<file path="config.mk">
export PLATFORM = sky130hd
export DESIGN_NAME = tx_fifo_feeder_flat
export DESIGN_NICKNAME = d
export VERILOG_FILES = /design/src/rtl/uart_pkg.sv /design/src/rtl/tx_fifo_feeder_if.sv /design/src/rtl/sync_fifo.sv /design/src/rtl/tx_fifo_feeder.sv /design/src/flat_wrapper.sv
export SDC_FILE = /design/constraint.sdc
export NUM_CORES = 1
export LEC_CHECK = 0
export CAP_MARGIN = 25
export CORE_AREA = 4 4 95 97
export DETAILED_ROUTE_END_ITERATION = 7
export DIE_AREA = 0 0 99 101
export PLACE_DENSITY = 0.67
export SLEW_MARGIN = 10
export SYNTH_ARGS = -nofsm -noshare
export SYNTH_HDL_FRONTEND = slang
export SYNTH_HIERARCHICAL = 1
export SYNTH_SLANG_ARGS = --single-unit
</file>
<file path="constraint.sdc">
create_clock -name clk -period 2.7 [get_ports clk]
set_input_delay 0.54 -clock clk [delete_from_list [all_inputs] [get_ports clk]]
set_output_delay 0.54 -clock clk [all_outputs]
set_load 0.05 [all_outputs]
</file>
<file path="src/rtl/uart_pkg.sv">
// rtl/uart_pkg.sv - shared UART types and default sizing for feeder, transmitter and receiver
package uart_pkg;

    localparam int DEFAULT_DEPTH = 8;
    localparam int DEFAULT_WIDTH = 8;

    typedef enum logic [1:0] {
        IDLE  = 2'd0,
        START = 2'd1,
        DRAIN = 2'd2
    } feeder_state_t;

endpackage

</file>
<file path="src/rtl/tx_fifo_feeder_if.sv">
// rtl/tx_fifo_feeder_if.sv - host write port and transmitter handshake bundle for tx_fifo_feeder
interface tx_fifo_feeder_if import uart_pkg::*; #(
    parameter int DEPTH = DEFAULT_DEPTH,
    parameter int WIDTH = DEFAULT_WIDTH
);
    localparam int CW = $clog2(DEPTH) + 1;

    logic             wr_en;
    logic [WIDTH-1:0] wr_data;
    logic             full;
    logic             empty;
    logic [CW-1:0]    count;
    logic             overflow;
    logic             tx_busy;
    logic             tx_start;
    logic [WIDTH-1:0] data_out;

    // master is the host plus transmitter side, slave is the feeder itself
    modport master (
        output wr_en, wr_data, tx_busy,
        input  full, empty, count, overflow, tx_start, data_out
    );

    modport slave (
        input  wr_en, wr_data, tx_busy,
        output full, empty, count, overflow, tx_start, data_out
    );

endinterface

</file>
<file path="src/rtl/sync_fifo.sv">
// rtl/sync_fifo.sv - circular-buffer byte store with same-cycle push/pop and overflow pulse
module sync_fifo #(
    parameter int DEPTH = 8,
    parameter int WIDTH = 8
) (
    input  logic                     clk,
    input  logic                     reset_n,
    input  logic                     push,
    input  logic [WIDTH-1:0]         push_data,
    input  logic                     pop,
    output logic [WIDTH-1:0]         pop_data,
    output logic                     full,
    output logic                     empty,
    output logic [$clog2(DEPTH):0]   count,
    output logic                     overflow
);
    localparam int AW = $clog2(DEPTH);
    localparam int CW = AW + 1;

    logic [WIDTH-1:0] mem [DEPTH];
    logic [AW-1:0]    wr_ptr;
    logic [AW-1:0]    rd_ptr;
    logic             pop_ok;
    logic             push_ok;

    assign pop_ok   = pop && (count != '0);
    // a full buffer still takes a write when the head slot is freed in the same cycle
    assign push_ok  = push && ((count != CW'(DEPTH)) || pop_ok);
    assign full     = (count == CW'(DEPTH));
    assign empty    = (count == '0);
    assign pop_data = mem[rd_ptr];

    always_ff @(posedge clk) begin
        if (push_ok) begin
            mem[wr_ptr] <= push_data;
        end
    end

    // power-of-two DEPTH lets the pointers wrap by natural overflow
    always_ff @(posedge clk or negedge reset_n) begin
        if (!reset_n) begin
            wr_ptr   <= '0;
            rd_ptr   <= '0;
            count    <= '0;
            overflow <= 1'b0;
        end else begin
            overflow <= push && !push_ok;
            if (push_ok) begin
                wr_ptr <= wr_ptr + 1'b1;
            end
            if (pop_ok) begin
                rd_ptr <= rd_ptr + 1'b1;
            end
            case ({push_ok, pop_ok})
                2'b10:   count <= count + 1'b1;
                2'b01:   count <= count - 1'b1;
                default: count <= count;
            endcase
        end
    end

endmodule

</file>
<file path="src/rtl/tx_fifo_feeder.sv">
// rtl/tx_fifo_feeder.sv - byte FIFO feeding a UART transmitter via tx_start/tx_busy handshake
module tx_fifo_feeder import uart_pkg::*; #(
    parameter int DEPTH = DEFAULT_DEPTH,
    parameter int WIDTH = DEFAULT_WIDTH
) (
    input  logic             clk,
    input  logic             reset_n,
    tx_fifo_feeder_if.slave  bus
);
    feeder_state_t      state;
    logic               tx_start_q;
    logic [WIDTH-1:0]   data_out_q;
    logic               pop;
    logic [WIDTH-1:0]   head_data;
    logic               fifo_full;
    logic               fifo_empty;
    logic [$clog2(DEPTH):0] fifo_count;
    logic               fifo_overflow;

    // the transmitter taking the byte is the only event that consumes an entry
    assign pop = (state == START) && bus.tx_busy;

    sync_fifo #(
        .DEPTH (DEPTH),
        .WIDTH (WIDTH)
    ) u_fifo (
        .clk       (clk),
        .reset_n   (reset_n),
        .push      (bus.wr_en),
        .push_data (bus.wr_data),
        .pop       (pop),
        .pop_data  (head_data),
        .full      (fifo_full),
        .empty     (fifo_empty),
        .count     (fifo_count),
        .overflow  (fifo_overflow)
    );

    // data_out is latched on entry to START so it cannot move while tx_start is high
    always_ff @(posedge clk or negedge reset_n) begin
        if (!reset_n) begin
            state      <= IDLE;
            tx_start_q <= 1'b0;
            data_out_q <= '0;
        end else begin
            case (state)
                IDLE: begin
                    if (!fifo_empty && !bus.tx_busy) begin
                        state      <= START;
                        tx_start_q <= 1'b1;
                        data_out_q <= head_data;
                    end
                end
                START: begin
                    if (bus.tx_busy) begin
                        state      <= DRAIN;
                        tx_start_q <= 1'b0;
                    end
                end
                DRAIN: begin
                    if (!bus.tx_busy) begin
                        state <= IDLE;
                    end
                end
                default: begin
                    state      <= IDLE;
                    tx_start_q <= 1'b0;
                end
            endcase
        end
    end

    assign bus.full     = fifo_full;
    assign bus.empty    = fifo_empty;
    assign bus.count    = fifo_count;
    assign bus.overflow = fifo_overflow;
    assign bus.tx_start = tx_start_q;
    assign bus.data_out = data_out_q;

endmodule

</file>
<file path="src/flat_wrapper.sv">
// flat-port wrapper written by rule: the top's interface ports become plain ports
module tx_fifo_feeder_flat import uart_pkg::*;
#(
    parameter int DEPTH = DEFAULT_DEPTH,
    parameter int WIDTH = DEFAULT_WIDTH
)
  (clk, reset_n, bus_wr_en, bus_wr_data, bus_tx_busy, bus_full, bus_empty, bus_count, bus_overflow, bus_tx_start, bus_data_out);
  tx_fifo_feeder_if #(.DEPTH(DEPTH), .WIDTH(WIDTH)) bus_i ();
  input  logic clk;
  input  logic reset_n;
  input wire logic [$bits(bus_i.wr_en)-1:0] bus_wr_en;
  input wire logic [$bits(bus_i.wr_data)-1:0] bus_wr_data;
  input wire logic [$bits(bus_i.tx_busy)-1:0] bus_tx_busy;
  output wire logic [$bits(bus_i.full)-1:0] bus_full;
  output wire logic [$bits(bus_i.empty)-1:0] bus_empty;
  output wire logic [$bits(bus_i.count)-1:0] bus_count;
  output wire logic [$bits(bus_i.overflow)-1:0] bus_overflow;
  output wire logic [$bits(bus_i.tx_start)-1:0] bus_tx_start;
  output wire logic [$bits(bus_i.data_out)-1:0] bus_data_out;
  assign bus_i.wr_en = bus_wr_en;
  assign bus_i.wr_data = bus_wr_data;
  assign bus_i.tx_busy = bus_tx_busy;
  assign bus_full = bus_i.full;
  assign bus_empty = bus_i.empty;
  assign bus_count = bus_i.count;
  assign bus_overflow = bus_i.overflow;
  assign bus_tx_start = bus_i.tx_start;
  assign bus_data_out = bus_i.data_out;
  tx_fifo_feeder #(.DEPTH(DEPTH), .WIDTH(WIDTH)) u_core (.clk(clk), .reset_n(reset_n), .bus(bus_i));
endmodule
</file>
## Word-level counts from Yosys, hierarchy flattened

Memory sizes are Yosys's and may differ from the RTL's. A register that Yosys moved wholly into a read port is not among the register bits.
Index checks and enable logic that the tools add are counted.

- Register bits after elaboration: 14
- Memory bits (writable): 64
- Input bits: 12
- Word-level logic and storage cells: 48
- Memories: 1

- Add/sub/neg operators: 4
- Equal/unequal tests: 9
- Mux-type cells: 10
- Bitwise operators: 1
- Reductions and logical operators: 17

Memories:

| name | depth | width | rd ports | clocked after Yosys merged registers in | wr ports | RTL line | source |
|---|---|---|---|---|---|---|---|
| u_core.u_fifo.mem | 8 | 8 | 1 | 1 | 1 | sync_fifo.sv:20 | `logic [WIDTH-1:0] mem [DEPTH];` |

Operators with widths:

| cell | count |
|---|---|
| 4-bit case mux with 2 select lines | 1 |
| 3-bit by 1-bit adder with 3-bit output, second input constant | 2 |
| 2-bit 2-to-1 mux | 3 |
| 2-bit case mux with 3 select lines | 1 |
| 3-bit AND reduction | 2 |
| 1-bit logical AND | 5 |
| 4-bit by 1-bit adder with 4-bit output, second input constant | 1 |
| 2-bit by 1-bit equality test with 1-bit output, second input constant | 2 |
| 2-bit equality test, second input constant | 2 |
| 4-bit equality test, second input constant | 1 |
| 1-bit zero test | 4 |
| 4-bit zero test | 1 |
| 1-bit 2-to-1 mux | 4 |
| 2-bit inequality test, second input constant | 2 |
| 4-bit inequality test, second input constant | 1 |
| 4-bit nonzero test | 1 |
| 4-bit by 1-bit subtractor with 4-bit output, second input constant | 1 |
| 1-bit case mux with 3 select lines | 1 |
| 2-bit zero test | 1 |
| 2-bit by 1-bit inequality test with 1-bit output, second input constant | 1 |
| 2-bit AND reduction | 1 |
| 2-bit nonzero test | 1 |
| 1-bit logical OR | 1 |
| 1-bit NOT | 1 |

## Longest topological paths before layout

Gate-level depths: netlist (run 1).

- Word-level depth: 7
- Depth in mapped cells: 10
- Gate-level depth less buffers: 10

## Modules after synthesis

The synthesis (run 1) kept the hierarchy.

Modules (own cells, without submodules):

| module | instances | cells an instance | area each (µm²) | sequential area each (µm²) |
|---|---|---|---|---|
| sync_fifo | 1 | 165 | 3181.8 | 2197.1 |
| tx_fifo_feeder | 1 | 29 | 440.4 | 275.3 |

## Worst setup path before layout (run 1)

No wires, ideal clock.

- Path type: reg2reg
- Start point: register u_core.u_fifo.count[1]
- End point: register u_core.u_fifo.count[3]
- Library setup time: 97 ps
- Arrival: 2650 ps
- Setup slack: -47 ps
- Stages on the path, launching flop included: 11
- Period minus slack after synthesis: 2747 ps
- Cell sequence: dfrtp_1 or3_1 buf_6 o21ai_2 or2_2 inv_1 ha_1 or2_2 and2_1 a221o_1 o221ai_1

- Longest elaborated chain between the ends: 6
- Elaborated cells between the ends (all ways): 11

RTL lines:

| what | RTL line | source |
|---|---|---|
| from (decl) | sync_fifo.sv:14 | `output logic [$clog2(DEPTH):0] count,` |
| from (signal assigned) | sync_fifo.sv:55 | `2'b10: count <= count + 1'b1;` |
| from (signal assigned) | sync_fifo.sv:56 | `2'b01: count <= count - 1'b1;` |
| from (signal assigned) | sync_fifo.sv:57 | `default: count <= count;` |
| 4-bit nonzero test | sync_fifo.sv:26 | `assign pop_ok = pop && (count != '0);` |
| 1-bit logical AND | sync_fifo.sv:26 |  |
| 1-bit logical OR | sync_fifo.sv:28 | `assign push_ok = push && ((count != CW'(DEPTH)) \|\| pop_ok);` |
| 1-bit logical AND | sync_fifo.sv:28 |  |
| 2-bit by 1-bit equality test with 1-bit output / 2-bit equality test (equally long branches) | sync_fifo.sv:54 | `case ({push_ok, pop_ok})` |
| 4-bit case mux with 2 select lines / 2-bit nonzero test (equally long branches) | -- |  |

Several ways; a longest one is shown, not always the timed one.
A chain may end at the register's enable or synchronous reset.

## Worst setup path after layout (run 1)

- Start point: input bus_tx_busy
- End point: register u_core.u_fifo.count[3]

- Longest elaborated chain between the ends: 6
- Elaborated cells between the ends (all ways): 8

RTL lines:

| what | RTL line | source |
|---|---|---|
| from (decl) | flat_wrapper.sv:13 | `input wire logic [$bits(bus_i.tx_busy)-1:0] bus_tx_busy;` |
| 1-bit logical AND * | tx_fifo_feeder.sv:21 | `assign pop = (state == START) && bus.tx_busy;` |
| via u_core.pop | tx_fifo_feeder.sv:13 | `logic pop;` |
| 1-bit logical AND * | sync_fifo.sv:26 |  |
| 1-bit logical OR | sync_fifo.sv:28 |  |
| 1-bit logical AND | sync_fifo.sv:28 |  |
| 2-bit by 1-bit equality test with 1-bit output / 2-bit equality test (equally long branches) | sync_fifo.sv:54 |  |
| 4-bit case mux with 2 select lines / 2-bit nonzero test (equally long branches) | -- |  |

Mark *: on every way through the listed nets, which the timed path passes. The rest lies on a longest branch.

==> summary.md, run 1 <==
| Metric | Value |
|---|---|
| CP Cell Sequence | clkdlybuf4s50_1 > nand2_1 > nor2_2 > o21ai_2 > or2_2 > inv_1 > ha_1 > or2_2 > and2_1 > a221o_1 > o221ai_1 |
| Hold Slack | 0.512 ns |
| Vias in the first global route | 1950 |
| Leading area contributor after synthesis | edfxtp_1 |
| Post-route DRC | 0 |
| Synth-to-layout area growth | 19.8% |
| CP Class | in2reg |
| CP Buf/Inv Count | 2 |
| Fin crit share | 94.1% |
| Most common cell after layout, fill and taps aside | edfxtp_1 |
| DR vias | 1852 |
| Pre-antenna DRT Iters | 4 |
| Unrepaired setup endpoints after global routing | no |
| Area of the multi-input gates | 1070 um2 |
| Startpoint Class | input port |
| Min cycle time layout | 2.54 ns |
| Worst Skew | 0.0108 ns |
| Cell family with most CP delay | simple AND/OR/NAND/NOR gates |
| Initial DRC Count | 85 |
| Nets@finish | 264 |
| Layout cells sized above 1 | 26.6% |
| Hold path endpoint | u_core/bus.data_out[2] |
| Fin Setup TNS | 0 ns |
| Hold-critical path depth | 1 |
| Register Area | 2470 um2 |
| Actual slew at the worst max-slew pin | 0.687 ns |
| Initial Utilization | 44.5% |
| P per Cell Area | 1070 nW/um2 |
| CP dominant cell by count | or2_2 |
| Hold Path Class | reg2reg |
| Worst-path clk slew | 0.09 ns |
| Vias per Instance | 5.19 |
| Final Instance Count excl. Fillers | 357 |
| Number of library cell types mapped by synthesis | 38 |
| Slew HR | 54.2% |
| Slew Limit Fails | 0 |
| Routability cong. | 0.763 |
| Routed length per placed instance | 17.3 um |
| Initial antenna violation count | 0 |
| Worst EP arrival | 2.80 ns |
| Final WL | 6190 um |
| Worst Hold Launch | u_core/bus.data_out[2] |
| Final ANT Viol Nets | 0 |
| Total setup buffers inserted after CTS | 0 |
| Largest net degree at the start of global routing | 23 |
| Post-Syn Area per Cell | 18.7 um2 |
| Max Cap Viol | 0 |
| Synth warn | 6 |
| Hold Fails Final Rpt | 0 |
| Status | completed |
| Cell Rows | 33 |
| Peak VDD IR | 0.439 mV |
| Slowest stage delay, CP | 0.48 ns |
| Syn nets | 211 |
| Reg-to-Reg End | u_core/u_fifo/count[3] |
| H-tree lvl count | 3 |
| Final Setup Violations | 0 |
| CP Data Required Time | 2.96 ns |
| Die outline height | 101 um |
| FF+latch count, synth | 86 |
| Global Route Usage Sum | 13.8% |
| Clock root buffer | clkbuf_8 |
| Post-synth EDFFs | 64 |
| Sink Count | 86 |
| Synth Instances | 194 |
| Critical path's slowest cell | clkdlybuf4s50_1 |
| Fill count | 639 |
| FMAX | 394 MHz |
| Leakage | 1.62 nW |
| Ys async rst share | 25.6% |
| Sequential area share after synthesis | 68.3% |
| Crit end category | flop |
| Global-route wire length before repair | 10300 um |
| CTS resizes | 0 |
| CTS max path bufs | 2 |
| Most frequent cells in the layout | edfxtp_1 (64), clkdlybuf4s50_1 (25), buf_4 (23), dfrtp_1 (20), mux2_2 (17) |
| Total gr overflow | 0 |
| Hold buffers post-CTS | 0 |
| Reg2Reg Depth | 9 |
| CTS tree | yes |
| HPWL after detailed placement | 4060 um |
| Final worst slack | 0.160 ns |
| Core box area | 8130 um2 |
| Clock latency on the worst-skew pair | 0.34 ns |
| Synth Cell Area | 3620 um2 |
| Largest cells by area after synthesis | edfxtp_1 (53%), dfrtp_1 (15%), mux4_1 (12%) |
| Reg-to-Reg Start | u_core/u_fifo/count[1] |
| Die width | 99 um |
| Buffers on Ports | 27 |
| # IOs | 28 |
| R2R setup slack | 0.26 ns |
| Inserted Clock Buffers | 9 |
| Post-synth top area share | 53.1% |
| Max Fanout on Critical Path | 3 |
| Tot Pwr | 4.63 mW |
| Placed cell count | 341 |
| # diodes | 0 |
| Synth Flop Type | edfxtp_1 |
| Pre-CTS setup slack | -0.202 ns |
| Die area | 10000 um2 |
[worst max-delay path by stage]
stage                           start                endpoint  slack [ns]  cells past startpoint
2_1_floorplan  u_core/u_fifo/count[2]  u_core/u_fifo/count[3]       0.008                     10
3_3_place_gp              bus_tx_busy  u_core/u_fifo/count[3]       -0.16                     11
3_5_place_dp              bus_tx_busy  u_core/u_fifo/count[3]       -0.20                     11
4_1_cts        u_core/u_fifo/count[1]               bus_empty        0.12                      4
5_1_grt                   bus_tx_busy  u_core/u_fifo/count[3]        0.02                     11
6_report                  bus_tx_busy  u_core/u_fifo/count[3]        0.16                     11
[cells by family after synthesis]
| family | synth area share, % |
|---|---|
| flops | 68.3 |
| xor+xnor | 1.69 |
| simple gates | 4.94 |
| mux | 17.6 |
| compound gates | 3.32 |
| buf+inv | 2.28 |
| fa+ha+maj | 1.93 |
[registers in the layout (all words and copies together) (netlist names)]
name and flops:
u_core/u_fifo/mem 64, u_core/bus.data_out 8, u_core/u_fifo/count 4, u_core/u_fifo/rd_ptr 3, u_core/u_fifo/wr_ptr 3, u_core/state 2
u_core/bus.tx_start 1, u_core/u_fifo/overflow 1
[per-stage QoR]
step / util, % / area (um2)
floorplan: - / 3620
global placement: 50.9 / 4140
detailed placement: 50.9 / 4140
CTS: 53.3 / 4340
global route: 53.3 / 4340
finish: 53.3 / 4340
[cells in the mapped netlist, drive strengths merged (2+ instances only)]
| cell type | n |
|---|---|
| and2 | 3 |
| buf | 6 |
| dfrtp | 22 |
| edfxtp | 64 |
| ha | 4 |
| inv | 6 |
| mux2 | 18 |
| mux4 | 16 |
| nand2 | 10 |
| nand2b | 4 |
| nor2 | 11 |
| nor3 | 2 |
| o21ai | 2 |
| or2 | 2 |
| xnor2 | 4 |
| xor2 | 3 |
[per-layer routing]
| metal | part of all wire (%) | GRT usage (%) | up-vias | wire length [um] |
|---|---|---|---|---|
| met5 | 0 | 0 | - | 0 |
| li1 | - | - | 865 | - |
| met1 | 44 | 18.0 | 942 | 2700 |
| met2 | 52 | 22.4 | 41 | 3200 |
| met3 | 4.0 | 3.32 | 4 | 250 |
| met4 | 0.78 | 5.36 | 0 | 48 |
[power breakdown]
part	leakage, nW	internal [mW]	total, mW	switching [mW]
sequential	0.842	1.72	1.96	0.237
clock	0.101	0.365	0.872	0.507
combinational	0.677	0.863	1.79	0.931
total	1.62	2.95	4.63	1.67
[layout make-up]
class	count	area share, %
inverters	6	0.519
clock inverters	7	1.70
multi-input cells	95	24.7
clock buffers	9	2.85
repair buffers	49	10.2
well taps	105	3.03
flip-flops and latches	86	57.0
No activity file was read; power rests on OpenSTA's default activity.
==> inputs of run 2 (changes only) <==
--- a/config.mk
+++ b/config.mk
@@ -9,6 +9,7 @@
 export CORE_AREA = 4 4 95 97
 export DETAILED_ROUTE_END_ITERATION = 7
 export DIE_AREA = 0 0 99 101
+export GPL_ROUTABILITY_DRIVEN = 0
 export PLACE_DENSITY = 0.67
 export SLEW_MARGIN = 10
 export SYNTH_ARGS = -nofsm -noshare
==> results of run 2 <==
The final DEF is identical to that of run 1; final timing and power are the same.
